**src/rtl/regfile32.sv**
```systemverilog
// 32-entry register file with one-hot write select, two combinational read ports,
// per-register dirty tracking and a sticky multi-hot error flag.
// Define REGFILE32_BYPASS_EN to forward same-cycle write data to the read ports.
module regfile32 #(
   parameter int DATA_W   = 64,
   parameter int ZERO_IDX = 31
) (
   input  logic              clk,
   input  logic              rst_n,
   input  logic [31:0]       wr_sel,
   input  logic [DATA_W-1:0] wr_data,
   input  logic [4:0]        rd_addr_a,
   input  logic [4:0]        rd_addr_b,
   output logic [DATA_W-1:0] rd_data_a,
   output logic [DATA_W-1:0] rd_data_b,
   output logic [31:0]       dirty,
   input  logic              dirty_clr,
   output logic              err_multi,
   input  logic              err_clr
);

   localparam logic [31:0] ZERO_MASK = 32'(1) << ZERO_IDX;
   localparam logic [4:0]  ZERO_ADDR = 5'(ZERO_IDX);

   logic [DATA_W-1:0] r_regs [32];
   logic [31:0]       r_dirty;
   logic              r_err_multi;

   logic              w_multi;
   logic [31:0]       w_wr_eff;
   logic [DATA_W-1:0] w_rd_a;
   logic [DATA_W-1:0] w_rd_b;

   // Clearing the lowest set bit leaves something only when two or more bits are set.
   assign w_multi  = |(wr_sel & (wr_sel - 32'd1));
   assign w_wr_eff = w_multi ? 32'h0 : (wr_sel & ~ZERO_MASK);

   always_ff @(posedge clk or negedge rst_n) begin
      if (!rst_n) begin
         for (int i = 0; i < 32; i++) begin
            r_regs[i] <= '0;
         end
      end else begin
         for (int i = 0; i < 32; i++) begin
            if (w_wr_eff[i]) begin
               r_regs[i] <= wr_data;
            end
         end
      end
   end

   always_ff @(posedge clk or negedge rst_n) begin
      if (!rst_n) begin
         r_dirty     <= 32'h0;
         r_err_multi <= 1'b0;
      end else begin
         r_dirty <= (dirty_clr ? 32'h0 : r_dirty) | w_wr_eff;
         if (w_multi) begin
            r_err_multi <= 1'b1;
         end else if (err_clr) begin
            r_err_multi <= 1'b0;
         end
      end
   end

   always_comb begin
      w_rd_a = r_regs[rd_addr_a];
`ifdef REGFILE32_BYPASS_EN
      if (w_wr_eff[rd_addr_a]) begin
         w_rd_a = wr_data;
      end
`endif
      if (rd_addr_a == ZERO_ADDR) begin
         w_rd_a = '0;
      end
   end

   always_comb begin
      w_rd_b = r_regs[rd_addr_b];
`ifdef REGFILE32_BYPASS_EN
      if (w_wr_eff[rd_addr_b]) begin
         w_rd_b = wr_data;
      end
`endif
      if (rd_addr_b == ZERO_ADDR) begin
         w_rd_b = '0;
      end
   end

   assign rd_data_a = w_rd_a;
   assign rd_data_b = w_rd_b;
   assign dirty     = r_dirty;
   assign err_multi = r_err_multi;

endmodule

```
**config.mk**
```make
export PLATFORM = sky130hd
export DESIGN_NAME = regfile32
export DESIGN_NICKNAME = d
export VERILOG_FILES = /design/src/rtl/regfile32.sv
export SDC_FILE = /design/constraint.sdc
export NUM_CORES = 2
export LEC_CHECK = 0
export CAP_MARGIN = 20
export CELL_PAD_IN_SITES_DETAIL_PLACEMENT = 1
export CELL_PAD_IN_SITES_GLOBAL_PLACEMENT = 1
export CORE_ASPECT_RATIO = 1.2
export CORE_MARGIN = 2
export CORE_UTILIZATION = 46
export DETAILED_ROUTE_END_ITERATION = 12
export HOLD_SLACK_MARGIN = 0.1
export MAX_ROUTING_LAYER = met4
export PLACE_DENSITY_LB_ADDON = 0.25
export SETUP_SLACK_MARGIN = 0.4
export SKIP_LAST_GASP = 1
export SLEW_MARGIN = 25
export SYNTH_ARGS = -nofsm -noshare
export SYNTH_HDL_FRONTEND = slang
export SYNTH_SLANG_ARGS = --single-unit
```
**constraint.sdc**
```tcl
create_clock -name clk -period 10.5 [get_ports clk]
set_input_delay 3.15 -clock clk [delete_from_list [all_inputs] [get_ports clk]]
set_output_delay 3.15 -clock clk [all_outputs]
set_load 0.03 [all_outputs]
```
# Word-level counts from Yosys, hierarchy flattened
# Index checks and enable logic that the tools add are counted.
dict set report word_totals {
  regBits 2081
  in_bits 110
  elab_cells 57
}
dict set report op_classes {
  n_lt_le_gt_ge 2
  mux 12
  add_sub_neg 1
  reduce_logical 2
  n_eq_ne 2
  n_bitwise 4
}
# cell n
set op_table {}
lappend op_table {{64-bit binary-select mux with 5-bit select} 2}
lappend op_table {{64-bit two-way mux} 6}
lappend op_table {{32-bit AND} 1}
lappend op_table {{32-bit two-way mux} 1}
lappend op_table {{32-bit by 31-bit OR with 32-bit output} 1}
lappend op_table {{32-bit OR reduction} 1}
lappend op_table {{32-bit by 1-bit subtractor with 32-bit output (second input constant)} 1}
lappend op_table {{31-bit two-way mux} 1}
lappend op_table {{6-bit greater-or-equal comparator (second input constant)} 2}
lappend op_table {{5-bit inverter with 6-bit output} 2}
lappend op_table {{5-bit equality test (second input constant)} 2}
lappend op_table {{1-bit two-way mux} 2}
lappend op_table {{2-bit nonzero test} 1}

# Depth between registers and ports, before layout
dict set report logic_depth {
  depth_word 5
  mapped_depth 12
  mapped_depth_nobuf 7
}

# Least setup slack after synthesis
# No wires, ideal clock.
dict set report synth_path {
  path_kind {input to output}
  from {in rd_addr_b[0]}
  to {out rd_data_b[14]}
  path_slack_ps 1729
  stages 6
  t_arrival_ps 5621
  path_cell_list {clkbuf_1 clkbuf_1 buf_1 mux4_2 mux4_2 mux2_2}
}
dict set report synth_between {
  elab_chain_cells 5
  word_cells_on_any_way 6
}
# item line
set synth_rtl {}
lappend synth_rtl {{from (decl)} 13} ;# input logic [4:0] rd_addr_b,
lappend synth_rtl {{5-bit inverter with 6-bit output (implied by the code)} 79} ;# w_rd_b = r_regs[rd_addr_b];
lappend synth_rtl {{64-bit binary-select mux with 5-bit select} 79}
lappend synth_rtl {{64-bit two-way mux (implied by the code) (2 in series)} 79}
lappend synth_rtl {{64-bit two-way mux (*)} 85} ;# if (rd_addr_b == ZERO_ADDR) begin
lappend synth_rtl {{to (decl)} 15} ;# output logic [DATA_W-1:0] rd_data_b,
# Every way passes the cells marked *; elsewhere a longest branch is shown, timed or not. The select of a mux whose other input is x is not followed.

# Worst setup path after layout
dict set report layout_path {
  from {in rd_addr_a[0]}
  to {out rd_data_a[20]}
}
dict set report layout_between {
  elab_chain_cells 5
  word_cells_on_any_way 6
}
# item line
set layout_rtl {}
lappend layout_rtl {{from (decl)} 12} ;# input logic [4:0] rd_addr_a,
lappend layout_rtl {{5-bit inverter with 6-bit output (implied by the code)} 67} ;# w_rd_a = r_regs[rd_addr_a];
lappend layout_rtl {{64-bit binary-select mux with 5-bit select} 67}
lappend layout_rtl {{64-bit two-way mux (implied by the code) (2 in series)} 67}
lappend layout_rtl {{64-bit two-way mux (*)} 73} ;# if (rd_addr_a == ZERO_ADDR) begin
lappend layout_rtl {{to (decl)} 14} ;# output logic [DATA_W-1:0] rd_data_a,
# Marked as above.

==> reports/metrics.cfg <==
[setup_path]
worstSetupStartpointType=primary input
crit_chain=buf_8 > buf_12 > buf_12 > mux4_2 > mux4_2 > mux2_2 > clkdlybuf4s50_1
critPathArrivalTime_ns=6.19
crit_type=primary input to output pin
worstPathRequired_ns=7.35
crit_fanout=38
slowest_delay_ns=0.61
critPathCaptureType=output pin
critPathSlowestCell=clkdlybuf4s50_1

[place]
place_congestion=0.7879
place.port_buffers=269
hpwl_um=189400
placed_area_mm2=0.1129

[clocking]
cts_tree=built
cts_hold_buf=0
post_cts_buffers=0
cts_buffers=214
cts.path.max_buffers=3
clkTransAtPathRegs_ns=0.06
cts_resized=0
ctsHtreeMaxLevel=4
clkLatencyLatePin_ns=0.87
cts.sinks=2016
cts_root_buf=clkbuf_16

[detailed_routing]
drc=0
num_vias=64571
via_per_inst=6.639
drt-initial-drc-count=5564
routed_wl_um=336100
wl_per_cell_um=34.55
dr.pass1.iters=5
ant_nets=0

[floorplan]
fp-row-count=193
initial_core_util_pct=46.22
io_pins=271
fp.coreArea_mm2=0.2304
die_x_um=443.2
fp.dieH_um=531.1
fp.dieArea_mm2=0.2354

[sta]
rsz0062_at_grt=false
relSlewSlack_pct=26.34
setup_tns_ns=0
period_share_pct=88.97
setup_viol=0
slew_violations=0
hold_viol=0
clock.fmax_ghz=0.1070
min_period_ns=9.342
holdWs_ns=0.4853
clock_skew_ns=0
tightest_slew_ns=1.105

[global_routing]
grt.total_usage_pct=29.82
grt_pass1_vias=71078
grt_start_max_net_pins=177
globalRoute.totalOverflow=0
antenna_found_initial=30
grt_pass1_wl_um=499900

[outcome]
status=finished clean

[layout]
area_growth_pct=12.42
mostFrequentLayoutCell=dfrtp_1
finalInstanceArea_mm2=0.1197
most-common-layout-cells=dfrtp_1, mux2_2, mux4_2
nets=6630
drive_gt1_share_pct=50.43

[hold_path]
worstHoldPathType=flop to flop

[logic_synthesis]
synth_area_mm2=0.1065
synth_cells=6561
synth_cell_types=43
syn_avg_cell_area_um2=16.23
syn-num-nets=6671
yosys_warnings=0
yosysSeqAreaShare_pct=47.38
ys_ff_latch=2016

[power]
p_per_area_mw_per_mm2=137.2
leakage_nw=55.81
irDropWorstVdd_v=0.0001443

[job]
max-cap-violations=0

## worst paths after layout
path,from,to,slack (ns),cells past startpoint
min in group asynchronous,rst_n,dirty[23],2.28,1
hold / removal,dirty[28],dirty[28],0.49,1
setup / recovery,rd_addr_a[0],rd_data_a[20],1.16,7
hold reg to reg,dirty[28],dirty[28],0.49,1
max in group asynchronous,rst_n,r_regs[994],6.05,3
setup reg to reg,r_regs[977],r_regs[977],9.65,1
## per-layer routing
| metal | track usage [%] | share of wire, % | vias up | wire length [µm] |
|---|---|---|---|---|
| met5 | - | 0 | - | 0 |
| met4 | 8.610 | 3.1 | 0 | 10440 |
| met3 | 4.300 | 5.6 | 586 | 18720 |
| met2 | 47.55 | 49 | 2131 | 164500 |
| met1 | 40.12 | 42 | 36427 | 142400 |
| li1 | - | - | 25427 | - |
## kinds of logic (layout without fill, tap and decap cells)
| family | count (synthesis) | count (layout) | synth area share, % |
|---|---|---|---|
| buffers and inverters | 764 | 892 | 2.943 |
| muxes | 3392 | 3392 | 47.90 |
| DFF | 2016 | 2016 | 47.38 |
| and+or+nand+nor | 205 | 205 | 0.8566 |
| adders and majority gates | 1 | 1 | 0.009400 |
| AOI/OAI and AO/OA | 182 | 182 | 0.9106 |
| other | 1 | 16 | 0.003522 |
## where the power goes
| part | total, mW | switching [mW] | internal, mW | leakage (nW) |
|---|---|---|---|---|
| logic | 0.946 | 0.657 | 0.289 | 24.1 |
| registers | 7.77 | 0.00106 | 7.77 | 28.2 |
| clock network | 7.70 | 3.25 | 4.46 | 3.49 |
| total | 16.4 | 3.90 | 12.5 | 55.8 |
## final cells by class
cell class	instances	area, µm²
Inverter	32	120.1
Antenna cell	15	37.54
Sequential cell	2016	50450
Clock inverter	69	795.8
Fill cell	21074	110700
Tap cell	3022	3781
Timing Repair Buffer	475	4994
Multi-Input combinational cell	3781	53290
Clock buffer	316	6243
## stage by stage
stage	power [mW]	cells	util (%)	setup WS, ns
floorplan	8.399	6561	-	1.729
global placement	8.876	9325	48.99	1.173
detailed placement	8.885	9325	48.99	1.160
CTS	16.60	9710	52.04	1.142
global route	16.93	9724	51.96	1.084
finish	16.42	9726	51.96	1.158
## critical path: cells and delay by family
family                 cells  cell delay, ns
buffers and inverters      4            1.50
multiplexers               3            1.38
## sequential cells by signal, summed over array words and instances, names as in the netlist
| signal | cells |
|---|---|
| dirty | 31 |
| err_multi | 1 |
| r_regs | 1984 |
## synth_stat cells
cell type,instances,share of area [%]
nand4_1,4,0.023
or2_1,1,0.0059
nor4_4,1,0.020
mux2_1,543,5.7
nor2_1,10,0.035
buf_1,110,0.39
buf_2,123,0.58
mux4_2,1152,24
or2_0,1,0.0059
o31ai_1,2,0.014
a21oi_1,1,0.0047
nand2b_1,1,0.0059
nor4_1,6,0.035
a2111oi_0,1,0.0082
o22ai_1,2,0.012
dfrtp_1,2016,47
nor3b_1,1,0.0071
nand2_1,132,0.47
o21ba_2,1,0.0094
nand3_1,31,0.15
or3_1,2,0.012
a22oi_1,2,0.014
buf_6,6,0.063
clkbuf_1,475,1.7
a21o_1,2,0.014
nand3b_1,1,0.0071
mux2_2,1569,17
inv_1,32,0.11
buf_4,18,0.13
maj3_1,1,0.0094
nor2b_1,2,0.012
mux2i_1,128,1.2
o32ai_1,1,0.0082
o41ai_1,3,0.025
or2_2,2,0.012
a211oi_1,4,0.028
and2_1,1,0.0059
nor4_2,2,0.023
o21ai_0,161,0.76
or4_1,1,0.0071
nor3_1,6,0.028
o2111ai_1,2,0.016
conb_1,1,0.0035
No activity file was read; power rests on OpenSTA's default activity.
